$ cat config.mk
export PLATFORM = sky130hd
export DESIGN_NAME = seg7_scan_mux
export DESIGN_NICKNAME = d
export VERILOG_FILES = /design/src/rtl/seg7_pkg.sv /design/src/rtl/seg7_decode.sv /design/src/rtl/seg7_scan_mux.sv
export SDC_FILE = /design/constraint.sdc
export NUM_CORES = 1
export LEC_CHECK = 0
export BUFFER_PORTS_ARGS = -buffer_cell sky130_fd_sc_hd__buf_2
export CORE_UTILIZATION = 52
export CTS_CLUSTER_DIAMETER = 80
export DETAILED_ROUTE_END_ITERATION = 16
export PLACE_DENSITY = 0.75
export SLEW_MARGIN = 20
export SYNTH_ARGS = -nofsm -noshare
export SYNTH_HDL_FRONTEND = slang
export SYNTH_HIERARCHICAL = 1
export SYNTH_SLANG_ARGS = --single-unit
export TNS_END_PERCENT = 5
$ cat constraint.sdc
create_clock -name clk -period 2.65 [get_ports clk]
set_input_delay 0.3975 -clock clk [delete_from_list [all_inputs] [get_ports clk]]
set_output_delay 0.3975 -clock clk [all_outputs]
set_load 0.03 [all_outputs]
$ cat src/rtl/seg7_pkg.sv
// Shared constants and digit decode for the multiplexed 7-segment driver.
// Segment order is {a,b,c,d,e,f,g}, active-low.
package seg7_pkg;

    localparam logic [6:0] SEG_BLANK = 7'b1111111;

    localparam logic [6:0] SEG_TABLE [10] = '{
        7'b0000001, 7'b1001111, 7'b0010010, 7'b0000110, 7'b1001100,
        7'b0100100, 7'b0100000, 7'b0001111, 7'b0000000, 7'b0000100
    };

    // Non-BCD nibbles (10-15) render as a blank digit.
    function automatic logic [6:0] seg7_lookup(input logic [3:0] nibble);
        if (nibble <= 4'd9) begin
            return SEG_TABLE[nibble];
        end
        return SEG_BLANK;
    endfunction

endpackage

$ cat src/rtl/seg7_decode.sv
// Combinational BCD nibble to active-low 7-segment pattern.
module seg7_decode
    import seg7_pkg::*;
(
    input  logic [3:0] digit,
    output logic [6:0] seg
);

    always_comb begin
        seg = seg7_lookup(digit);
    end

endmodule

$ cat src/rtl/seg7_scan_mux.sv
// Multiplexed common-anode 7-segment driver with a one-deep handshake buffer,
// tear-free commit at frame boundaries and an anti-ghost blank at each slot start.
module seg7_scan_mux
    import seg7_pkg::*;
#(
    parameter int unsigned NUM_DIGITS   = 4,
    parameter int unsigned SCAN_DIV     = 20000,
    parameter int unsigned BLANK_CYCLES = 200,
    parameter int unsigned LZ_SUPPRESS  = 1
) (
    input  logic                    clk,
    input  logic                    rst,
    input  logic [4*NUM_DIGITS-1:0] bcd_in,
    input  logic [NUM_DIGITS-1:0]   dp_in,
    input  logic                    bcd_valid,
    output logic                    bcd_ready,
    output logic [6:0]              seg,
    output logic                    dp,
    output logic [NUM_DIGITS-1:0]   an,
    output logic                    frame_done
);

    localparam int unsigned PW = (SCAN_DIV > 1) ? $clog2(SCAN_DIV) : 1;
    localparam int unsigned IW = (NUM_DIGITS > 1) ? $clog2(NUM_DIGITS) : 1;

    logic [PW-1:0]           presc;
    logic [IW-1:0]           idx;
    logic [4*NUM_DIGITS-1:0] disp_bcd;
    logic [4*NUM_DIGITS-1:0] pend_bcd;
    logic [NUM_DIGITS-1:0]   disp_dp;
    logic [NUM_DIGITS-1:0]   pend_dp;

    logic                    slot_end;
    logic                    boundary;
    logic                    take;
    logic                    in_blank;
    logic                    run_zero;
    logic [NUM_DIGITS-1:0]   lz_mask;
    logic [NUM_DIGITS-1:0]   an_sel;
    logic [3:0]              cur_digit;
    logic                    cur_dp;
    logic                    cur_suppress;
    logic [6:0]              cur_seg;

    always_comb begin
        slot_end = (presc == PW'(SCAN_DIV - 1));
        boundary = slot_end && (idx == IW'(NUM_DIGITS - 1));
        take     = bcd_valid && bcd_ready;
        in_blank = (32'(presc) < BLANK_CYCLES);
    end

    // Walk down from the top digit; a digit is a leading zero while every
    // nibble from it upwards is zero. Digit 0 is never suppressed.
    always_comb begin
        lz_mask  = '0;
        run_zero = 1'b1;
        for (int unsigned k = 0; k < NUM_DIGITS - 1; k++) begin
            run_zero = run_zero && (disp_bcd[4*(NUM_DIGITS-1-k) +: 4] == 4'd0);
            lz_mask[NUM_DIGITS-1-k] = run_zero && (LZ_SUPPRESS != 0);
        end
    end

    always_comb begin
        cur_digit    = '0;
        cur_dp       = 1'b0;
        cur_suppress = 1'b0;
        an_sel       = '1;
        for (int unsigned i = 0; i < NUM_DIGITS; i++) begin
            if (idx == IW'(i)) begin
                cur_digit    = disp_bcd[4*i +: 4];
                cur_dp       = disp_dp[i];
                cur_suppress = lz_mask[i];
                an_sel[i]    = 1'b0;
            end
        end
    end

    seg7_decode u_decode (
        .digit (cur_digit),
        .seg   (cur_seg)
    );

    always_ff @(posedge clk or posedge rst) begin
        if (rst) begin
            presc      <= '0;
            idx        <= '0;
            disp_bcd   <= '0;
            disp_dp    <= '0;
            pend_bcd   <= '0;
            pend_dp    <= '0;
            bcd_ready  <= 1'b1;
            seg        <= SEG_BLANK;
            dp         <= 1'b1;
            an         <= '1;
            frame_done <= 1'b0;
        end else begin
            presc <= slot_end ? '0 : presc + 1'b1;
            if (slot_end) begin
                idx <= (idx == IW'(NUM_DIGITS - 1)) ? '0 : idx + 1'b1;
            end
            frame_done <= boundary;

            // bcd_ready doubles as "pending empty"; commit and accept are
            // mutually exclusive because accept needs the buffer empty.
            if (boundary && !bcd_ready) begin
                disp_bcd  <= pend_bcd;
                disp_dp   <= pend_dp;
                bcd_ready <= 1'b1;
            end else if (take) begin
                pend_bcd  <= bcd_in;
                pend_dp   <= dp_in;
                bcd_ready <= 1'b0;
            end

            if (in_blank) begin
                an  <= '1;
                seg <= SEG_BLANK;
                dp  <= 1'b1;
            end else begin
                an  <= an_sel;
                seg <= cur_suppress ? SEG_BLANK : cur_seg;
                dp  <= ~cur_dp;
            end
        end
    end

endmodule

==> results.toml, run 1 <==
[worst_hold_path]
hp-class = "input port to async pin"

[clocking]
root_buffer = "clkbuf_8"
cts_tree = "yes"
post-cts-setup-buffer-count = 0
cts_inserted_buffers = 9
cts_buffer_depth = 2
cts.sinks = 71
clkTransAtPathRegs_ns = 0.07
htreeDepth = 3
clk_latency_ns = 0.35

[run_status]
status = "finished, final reports clean"

[timing]
rsz0062_at_grt = "true"
max_freq_mhz = 395
finalCritPeriodShare_pct = 95.4
finalHoldViolations = 0
hold_ws_ns = 0.142
drv_slew = 0
clock_skew_ns = 0.00937
fin_crit_ns = 2.53
timing.final.ws_setup_ns = 0.121
maxSlewHeadroom_pct = 48.1
worst_pin_slew_ns = 0.776
setup-violations-final = 0
final.setup.tns_ns = 0

[drt]
ant_nets = 0
wl_um = 5510
vias = 2122
drc = 0
firstDrtPassIters = 4
via_per_inst = 5.50
drtIter0Drc = 67
wl_per_cell_um = 14.3

[setup_path]
cp.buffers_inverters = 3
cp-start-kind = "register"
cp_max_fo = 5
path_delay_family = "compound AO/OA/AOI/OAI gates"
crit_arrival_ns = 2.79
cp_cell_sequence = "inv_1 -> ha_1 -> nor2b_1 -> buf_4 -> a221oi_2 -> o31ai_2 -> inv_1 -> ha_2 -> o21bai_1 -> a22oi_2 -> o21ai_1 -> or2_2"
cp_slowest_cell = "dfrtp_1"
end_kind = "register"
critical_path_class = "register to register"
crit_required_ns = 2.92
cpMostUsedCell = "inv_1"
slowest_delay_ns = 0.41

[pwr]
clockPowerShare_pct = 46.3
peakVddDrop_mv = 0.416
p_per_area_nw_per_um2 = 558
p_switching_w = 0.000415
seqPwrFrac_pct = 51.8
intPower_w = 0.00168
total_leakage_power_nw = 1.81
switching_share_pct = 19.8
comb_power_share_pct = 1.9

[global_route]
grt_pass1_vias = 2027
grt.total_usage_pct = 19.2
antenna_found_initial = 0
gr-total-overflow = 0
grt_max_degree = 43
grt_pass1_wl_um = 9330

[floorplanning]
placementRows = 28
ios = 37
fp.dieArea_um2 = 6530
fp.dieH_um = 80.8
die_w_um = 80.8
start_util_pct = 54.2
core_area_um2 = 5960

[synthesis]
syn_avg_cell_area_um2 = 12.2
ys_warn_count = 6
yosysMostFrequentCell = "dfrtp_1"
synth_common_cells = "dfrtp_1 (58), mux2_2 (23), nand2_1 (23)"
netlist.area_leader.share_pct = 44.9
ys_types = 41
ys_top_cells_by_area = "dfrtp_1 (45%), dfstp_2 (11%), mux2_2 (8.0%)"
synth_seq_area_share_pct = 55.5
synthArstFlopShare_pct = 100
synth_edf_count = 0
syn-instance-count = 264
synthesis.nets = 297
synth-main-ff-cell = "dfrtp_1"
yosys.area.top_type = "dfrtp_1"
synth_seq_cells = 71
netlist_area_um2 = 3230

[placement]
dp_hpwl_um = 3860
dpl-instance-area_um2 = 3500
io_buffers = 36
gp_congestion = 0.879
place_worst_setup_slack_ns = 0.0647

[final_layout]
fillerInstances = 470
final_area_um2 = 3750
antenna_cells = 0
drive_gt1_share_pct = 36.3
syn2layout_area_growth_pct = 16.2
nets = 339

[run]
drv_cap = 0
state kept, by name, summed over array words and instances (netlist names), 2 cells and up:
| signal | flops |
|---|---|
| disp_bcd | 16 |
| pend_bcd | 16 |
| presc | 15 |
| seg | 7 |
| an | 4 |
| disp_dp | 4 |
| pend_dp | 4 |
| idx | 2 |
per-stage QoR:
step / cells / util (%) / power (W)
after floorplan: 264 / - / 0.00112
after global placement: 370 / 58.7 / 0.00114
after detailed placement: 370 / 58.7 / 0.00115
after CTS: 386 / 62.6 / 0.00212
after global routing: 386 / 63.0 / 0.00217
final: 386 / 63.0 / 0.00209
repair_timing:
action,in CTS,in global routing
gates resized for setup,0,5
endpoints found under the setup margin,0,7
hold buffers,0,0
per-layer routing:
metal	global-route usage (%)	up-vias	wire (um)
li1	-	1019	-
met1	25.4	1030	2650
met2	28.7	55	2440
met3	4.72	18	243
met4	11.4	0	176
met5	0	-	0
layout by cell type, fill, tap and decap left out, types with 2 or more instances in the layout:
cell type   instances
nand3_1             5
o31ai_2             2
buf_2              36
bufinv_16           2
o31ai_1             2
a21oi_1             8
mux2_1             19
o21ai_0             4
nor3_1              3
xor2_1              7
and4_1              5
nor2_1             12
xnor2_1             4
or2_2               7
nor4_1              5
inv_1               7
a221oi_1            3
clkbuf_8           11
ha_1                9
dfstp_2            13
nor2b_1             6
nand3b_1            3
dfrtp_1            58
nand2_1            23
nand4_1             3
mux2_2             23
clkinvlp_4          2
buf_4               7
cell families (layout without fill, tap and decap cells):
logic type                 count (synthesis)  after routing  share of synthesized area [%]
and+or+nand+nor                           79             79                           13.2
DFF                                       71             71                           55.5
muxes                                     43             43                           15.0
AOI/OAI and AO/OA                         29             29                           6.16
buffers and inverters                     21             68                           3.33
xor gates and xnor gates                  11             11                           2.98
adders and majority gates                 10             10                           3.87
power by group through the flow:
stage | clock network [W] | registers, W | logic [W]
2_1_floorplan | 0 | 0.00110 | 0.0000162
3_3_place_gp | 0 | 0.00110 | 0.0000402
3_5_place_dp | 0 | 0.00110 | 0.0000411
4_1_cts | 0.000999 | 0.00108 | 0.0000412
5_1_grt | 0.00104 | 0.00108 | 0.0000461
6_report | 0.000970 | 0.00108 | 0.0000390
worst reg2reg max path, stage by stage (launching register included):
cell and delay [ns]:
dfrtp_1 0.41, inv_1 0.09, ha_1 0.23, nor2b_1 0.15, buf_4 0.14, a221oi_2 0.27
o31ai_2 0.12, inv_1 0.13, ha_2 0.23, o21bai_1 0.10, a22oi_2 0.21, o21ai_1 0.08
or2_2 0.29
layout make-up:
type | count | area (um2) | area share [%]
tap | 75 | 93.8 | 2.50
clock buffer | 11 | 151 | 4.04
multi-input combinational | 172 | 1350 | 36.0
sequential | 71 | 1790 | 47.8
timing repair buffer | 44 | 253 | 6.74
clock inverter | 5 | 80.1 | 2.13
inverter | 8 | 30.0 | 0.801
worst paths after layout:
path,slack [ns],depth (start not counted),end,startpoint
setup / recovery,0.12,12,seg[3]$_DFF_PP1_,idx[0]$_DFFE_PP0N_
hold / removal,0.14,2,pend_bcd[12]$_DFFE_PP0P_,rst
setup reg to reg,0.12,12,seg[3]$_DFF_PP1_,idx[0]$_DFFE_PP0N_
hold reg to reg,0.48,1,disp_bcd[15]$_DFFE_PP0P_,pend_bcd[15]$_DFFE_PP0P_
max in group asynchronous,1.81,3,bcd_ready$_DFFE_PP1P_,rst
min in group clk,0.28,2,pend_bcd[0]$_DFFE_PP0P_,bcd_in[0]
No activity file was read; power rests on OpenSTA's default activity.
==> inputs of run 2 (changes only) <==
--- a/config.mk
+++ b/config.mk
@@ -9,6 +9,7 @@
 export CORE_UTILIZATION = 52
 export CTS_CLUSTER_DIAMETER = 80
 export DETAILED_ROUTE_END_ITERATION = 16
+export GPL_TIMING_DRIVEN = 0
 export PLACE_DENSITY = 0.75
 export SLEW_MARGIN = 20
 export SYNTH_ARGS = -nofsm -noshare
==> run 2 against run 1 <==
Cell area is 2.4% higher. Critical path type unchanged. Register-to-register slack better by 0.06 ns. Largest cell class unchanged. Maximum frequency rose by 2.2%. Hold slack better by 0.13 ns. Power up 3.0%. Clock power up 6%.
==> results.toml, run 2 (synthesized netlist as in run 1, its figures left out) <==
[worst_hold_path]
holdCritStartpoint = "bcd_in[11]"
hp-class = "input port to register"
min_path_cells = 2
hold_end = "pend_bcd[11]$_DFFE_PP0P_"

[global_route]
grt_pass1_vias = 2043
gr-total-overflow = 0
grt_max_degree = 54
use_met2_pct = 30.9
grt-busiest-layer = "met2"
antenna_found_initial = 0
grt_pass1_wl_um = 9850
grt.total_usage_pct = 20.5
met3_usage_pct = 3.93
use_met1_pct = 27.3

[pwr]
total_leakage_power_nw = 1.85
seqPwrFrac_pct = 50.3
switching_share_pct = 20.3
power_w = 0.00216
comb_power_share_pct = 2.0
p_per_area_nw_per_um2 = 561
p_switching_w = 0.000437
peakVddDrop_mv = 0.393
intPower_w = 0.00172
clockPowerShare_pct = 47.8

[final_layout]
nets = 344
mostFrequentLayoutCells = "dfrtp_1 (57), buf_2 (41), mux2_2 (23), nand2_1 (23), mux2_1 (19)"
largestRegisters = "disp_bcd: 16 flops, pend_bcd: 16 flops, presc: 15 flops"
drive_gt1_share_pct = 38.1
final_common_cell = "dfrtp_1"
syn2layout_area_growth_pct = 19.0
antenna_cells = 0

[clocking]
htreeDepth = 3
clkTransAtPathRegs_ns = 0.08
cts_buffer_depth = 2
cts_tree = "yes"
cts_inserted_buffers = 9
root_buffer = "clkbuf_8"
clk_latency_ns = 0.35
cts.sinks = 71

[timing]
finalHoldViolations = 0
rsz0062_at_grt = "false"
finalCritPeriodShare_pct = 93.3
worst_pin_slew_ns = 0.538
final.setup.tns_ns = 0
max_freq_mhz = 404
setup-violations-final = 0
fin_crit_ns = 2.47
maxSlewHeadroom_pct = 64.1
drv_slew = 0
clock_skew_ns = 0.00845

[run_status]
status = "finished, final reports clean"

[drt]
firstDrtPassIters = 4
drtIter0Drc = 106
via_per_inst = 5.51
drc = 0
wl_um = 5910
ant_nets = 0
vias = 2148
wl_per_cell_um = 15.2

[floorplanning]
die_w_um = 80.8
start_util_pct = 54.2
placementRows = 28
fp.dieH_um = 80.8
fp.dieArea_um2 = 6530
ios = 37
core_area_um2 = 5960

[placement]
dp_hpwl_um = 3970
gp_congestion = 0.833
io_buffers = 36

[setup_path]
cp-start-kind = "register"
rrSetupSlack_ns = 0.18
end_kind = "register"
worstRegToRegCells = 10
r2r_start = "idx[1]$_DFFE_PP0N_"
cp_max_fo = 4
critical_path_class = "register to register"
startpoint = "idx[1]$_DFFE_PP0N_"
crit_required_ns = 2.92
crit_arrival_ns = 2.74
r2r_end = "seg[3]$_DFF_PP1_"

[run]
drv_cap = 0
## run 2: cell count changes in the layout (fill, tap and decap cells not counted), moves of 2 or more
cell / delta
buf_2: +5
buf_4: -7
buf_6: +3
clkbuf_1: +2
clkbuf_8: -2
ha_1: -2
## run 2: how the worst max path moves through the flow
stage / endpoint / slack, ns / cells past startpoint
5_1_grt: seg[3]$_DFF_PP1_ / 0.002 / 10
4_1_cts: seg[0]$_DFF_PP1_ / 0.04 / 11
3_3_place_gp: pend_dp[0]$_DFFE_PP0P_ / -0.30 / 2
3_5_place_dp: seg[0]$_DFF_PP1_ / -0.21 / 11
6_report: seg[3]$_DFF_PP1_ / 0.18 / 10
2_1_floorplan: seg[5]$_DFF_PP1_ / 0.19 / 10
## run 2: repair_timing
item / 4_1_cts / 5_1_grt
gates resized for setup: 4 / 13
hold endpoints to repair: 14 / 0
hold buffers: 1 / 0
gates cloned: 0 / 0
pin swaps: 0 / 1
setup buffers: 0 / 0
endpoints found under the setup margin: 7 / 7
## run 2: cell type report
type | count | area [um2]
clock inverters | 6 | 110
plain buffers | 11 | 71.3
multi-input cells | 172 | 1400
fillers | 489 | 2110
clock buffers | 9 | 124
repair buffers | 38 | 218
inverters | 8 | 32.5
well taps | 75 | 93.8
flip-flops and latches | 71 | 1790
## run 2: power by group through the flow
stage / clock network [W] / registers [W] / logic (W)
2_1_floorplan: 0 / 0.00110 / 0.0000162
3_3_place_gp: 0 / 0.00110 / 0.0000365
3_5_place_dp: 0 / 0.00110 / 0.0000436
4_1_cts: 0.00104 / 0.00108 / 0.0000449
5_1_grt: 0.00110 / 0.00108 / 0.0000499
6_report: 0.00103 / 0.00108 / 0.0000425
## run 2: per-stage QoR
| stage | worst slack [ns] | utilization (%) | cells | hold WS [ns] | cell area [um2] |
|---|---|---|---|---|---|
| 5_1_grt | 0.00209 | 64.5 | 390 | 0.267 | 3840 |
| 4_1_cts | 0.0359 | 63.6 | 390 | 0.268 | 3790 |
| 6_report | 0.177 | 64.5 | 390 | 0.274 | 3840 |
| 3_3_place_gp | -0.303 | 58.8 | 375 | 0.468 | 3500 |
| 2_1_floorplan | 0.194 | - | 264 | 0.455 | 3230 |
| 3_5_place_dp | -0.206 | 59.3 | 376 | 0.362 | 3530 |
## run 2: routing by layer
| layer | vias to the layer above | wire length (um) |
|---|---|---|
| met1 | 1060 | 2770 |
| met2 | 50 | 2770 |
| li1 | 1025 | - |
| met4 | 0 | 140 |
| met5 | - | 0 |
| met3 | 13 | 231 |
## run 2: critical path, cell delays in order, from the launching register on
cell,delay (ns)
dfrtp_1,0.42
inv_1,0.13
ha_1,0.22
nor2b_4,0.24
a221oi_4,0.10
o31ai_4,0.31
ha_2,0.27
o21bai_1,0.11
a22oi_2,0.22
o21ai_1,0.08
or2_2,0.29
==> inputs of run 3 (changes only) <==
--- a/config.mk
+++ b/config.mk
@@ -6,11 +6,13 @@
 export NUM_CORES = 1
 export LEC_CHECK = 0
 export BUFFER_PORTS_ARGS = -buffer_cell sky130_fd_sc_hd__buf_2
-export CORE_UTILIZATION = 52
+export CELL_PAD_IN_SITES_DETAIL_PLACEMENT = 1
+export CELL_PAD_IN_SITES_GLOBAL_PLACEMENT = 1
+export CORE_UTILIZATION = 31
 export CTS_CLUSTER_DIAMETER = 80
 export DETAILED_ROUTE_END_ITERATION = 16
 export GPL_TIMING_DRIVEN = 0
-export PLACE_DENSITY = 0.75
+export PLACE_DENSITY_LB_ADDON = 0.1
 export SLEW_MARGIN = 20
 export SYNTH_ARGS = -nofsm -noshare
 export SYNTH_HDL_FRONTEND = slang
==> run 3 against run 2 <==
Combinational power is 4% lower. Register-to-register slack barely moved. Clock skew barely moved. Via count fell by 2.6%. Maximum frequency hardly changed. Utilization decreased by 26 points. Flip-flop and latch count unchanged. Sequential power about the same.
==> results.toml, run 3 (synthesized netlist as in run 1, its figures left out) <==
[floorplanning]
die_w_um = 104
core_area_um2 = 9950
start_util_pct = 32.4
ios = 37
fp.dieH_um = 104
fp.dieArea_um2 = 10800
placementRows = 36

[timing]
drv_slew = 0
finalHoldViolations = 0
maxSlewHeadroom_pct = 60.1
hold_ws_ns = 0.0596
timing.final.ws_setup_ns = 0.178
worst_pin_slew_ns = 0.599
max_freq_mhz = 404
rsz0062_at_grt = "false"
fin_crit_ns = 2.47
finalCritPeriodShare_pct = 93.3
setup-violations-final = 0
clock_skew_ns = 0.00814

[drt]
wl_met2_um = 2940
wl_met3_um = 184
drtIter0Drc = 23
ant_nets = 0
wl_um = 6350
wl_per_cell_um = 14.1
wl_met1_um = 3170
via_per_inst = 4.66
top_layer = "met4"
vias = 2092
drc = 0
firstDrtPassIters = 4

[setup_path]
cp-start-kind = "register"
critical_path_class = "register to register"
crit_arrival_ns = 2.73
rrSetupSlack_ns = 0.18
cp_max_fo = 10
end_kind = "register"
crit_required_ns = 2.91
r2r_end = "seg[3]$_DFF_PP1_"
worstRegToRegCells = 11
r2r_start = "idx[0]$_DFFE_PP0N_"

[final_layout]
mostFrequentLayoutCells = "dfrtp_1 (57), buf_2 (41), mux2_2 (23), nand2_1 (23), mux2_1 (19)"
drive_gt1_share_pct = 37.3
regArea_um2 = 1790
multiInputGateArea_um2 = 1380
antenna_cells = 0
syn2layout_area_growth_pct = 19.6
final_common_cell = "dfrtp_1"
fillerInstances = 1098
nets = 344
largestRegisters = "disp_bcd: 16 flops, pend_bcd: 16 flops, presc: 15 flops"

[pwr]
p_switching_w = 0.000408
peakVddDrop_mv = 0.190
total_leakage_power_nw = 1.85
p_per_area_nw_per_um2 = 522
intPower_w = 0.00161
switching_share_pct = 20.2
clockPowerShare_pct = 44.2
seqPwrFrac_pct = 53.8
comb_power_share_pct = 2.0

[placement]
place_worst_setup_slack_ns = -0.263
dp_hpwl_um = 4630
io_buffers = 36
gp_congestion = 0.744

[global_route]
grt_pass1_vias = 2221
grt_max_degree = 42
antenna_found_initial = 0
grt_pass1_wl_um = 11200
gr-total-overflow = 0
grt.total_usage_pct = 13.1

[clocking]
clkTransAtPathRegs_ns = 0.08
cts_tree = "yes"
cts_inserted_buffers = 9
cts.sinks = 71
root_buffer = "clkbuf_8"
clk_latency_ns = 0.33
cts_hold_buffers = 0
cts_buffer_depth = 2
htreeDepth = 3

[run_status]
status = "finished, final reports clean"

[worst_hold_path]
hp-class = "input port to async pin"

[run]
drv_cap = 0
run 3: cell types whose count changed in the layout (fill, tap and decap cells not counted), sizes merged:
cell	delta
clkbuf	+5
bufinv	-2
clkinvlp	-2
clkinv	+1
dlygate4sd3	-1
run 3: metrics by stage:
step	power, W	area (um2)	instances	setup TNS [ns]	util, %
2_1_floorplan	0.00112	3230	264	0	-
3_3_place_gp	0.00114	3580	433	-30.65	35.9
3_5_place_dp	0.00115	3600	434	-1.51	36.1
4_1_cts	0.00206	3830	449	0	38.5
5_1_grt	0.00211	3860	449	0	38.8
6_report	0.00202	3860	449	0	38.8
run 3: power groups by stage:
stage / sequential (W) / clock (W) / combinational [W]
2_1_floorplan: 0.00110 / 0 / 0.0000162
3_3_place_gp: 0.00110 / 0 / 0.0000385
3_5_place_dp: 0.00110 / 0 / 0.0000437
4_1_cts: 0.00108 / 0.000934 / 0.0000438
5_1_grt: 0.00108 / 0.000973 / 0.0000486
6_report: 0.00108 / 0.000892 / 0.0000409
run 3: area by class of cell:
cell class	instances	share of cell area (%)
buffer	12	1.98
clock buffer	13	4.37
clock inverter	3	1.04
inverter	8	0.843
multi-input combinational	172	35.8
sequential	71	46.5
tap	133	4.31
timing repair buffer	37	5.18
run 3: critical path, stage by stage (launching register included):
cell	delay (ns)
dfrtp_2	0.42
inv_1	0.08
ha_1	0.23
clkbuf_2	0.21
a221oi_2	0.28
o31ai_2	0.15
inv_1	0.13
ha_1	0.24
o21bai_1	0.11
a22oi_2	0.20
o21ai_1	0.08
or2_2	0.29
run 3: what timing repair did:
item,in CTS,in global routing
setup buffers,0,0
endpoints found under the setup margin,7,7
resized for setup,6,8
pin swaps,0,1
run 3: metal layers:
| layer | up-vias | global-route usage [%] |
|---|---|---|
| li1 | 1024 | - |
| met1 | 1034 | 17.7 |
| met2 | 30 | 20.7 |
| met3 | 4 | 3.51 |
| met4 | 0 | 3.37 |
| met5 | - | 0 |
run 3: worst max-delay path by stage:
stage	start	end	slack [ns]	cells past startpoint
floorplan	idx[0]$_DFFE_PP0N_	seg[5]$_DFF_PP1_	0.19	10
global placement	rst	pend_bcd[12]$_DFFE_PP0P_	-0.51	2
detailed placement	idx[1]$_DFFE_PP0N_	seg[0]$_DFF_PP1_	-0.26	12
CTS	idx[0]$_DFFE_PP0N_	seg[0]$_DFF_PP1_	0.01	10
global route	idx[1]$_DFFE_PP0N_	seg[5]$_DFF_PP1_	0.008	10
finish	idx[0]$_DFFE_PP0N_	seg[3]$_DFF_PP1_	0.18	11
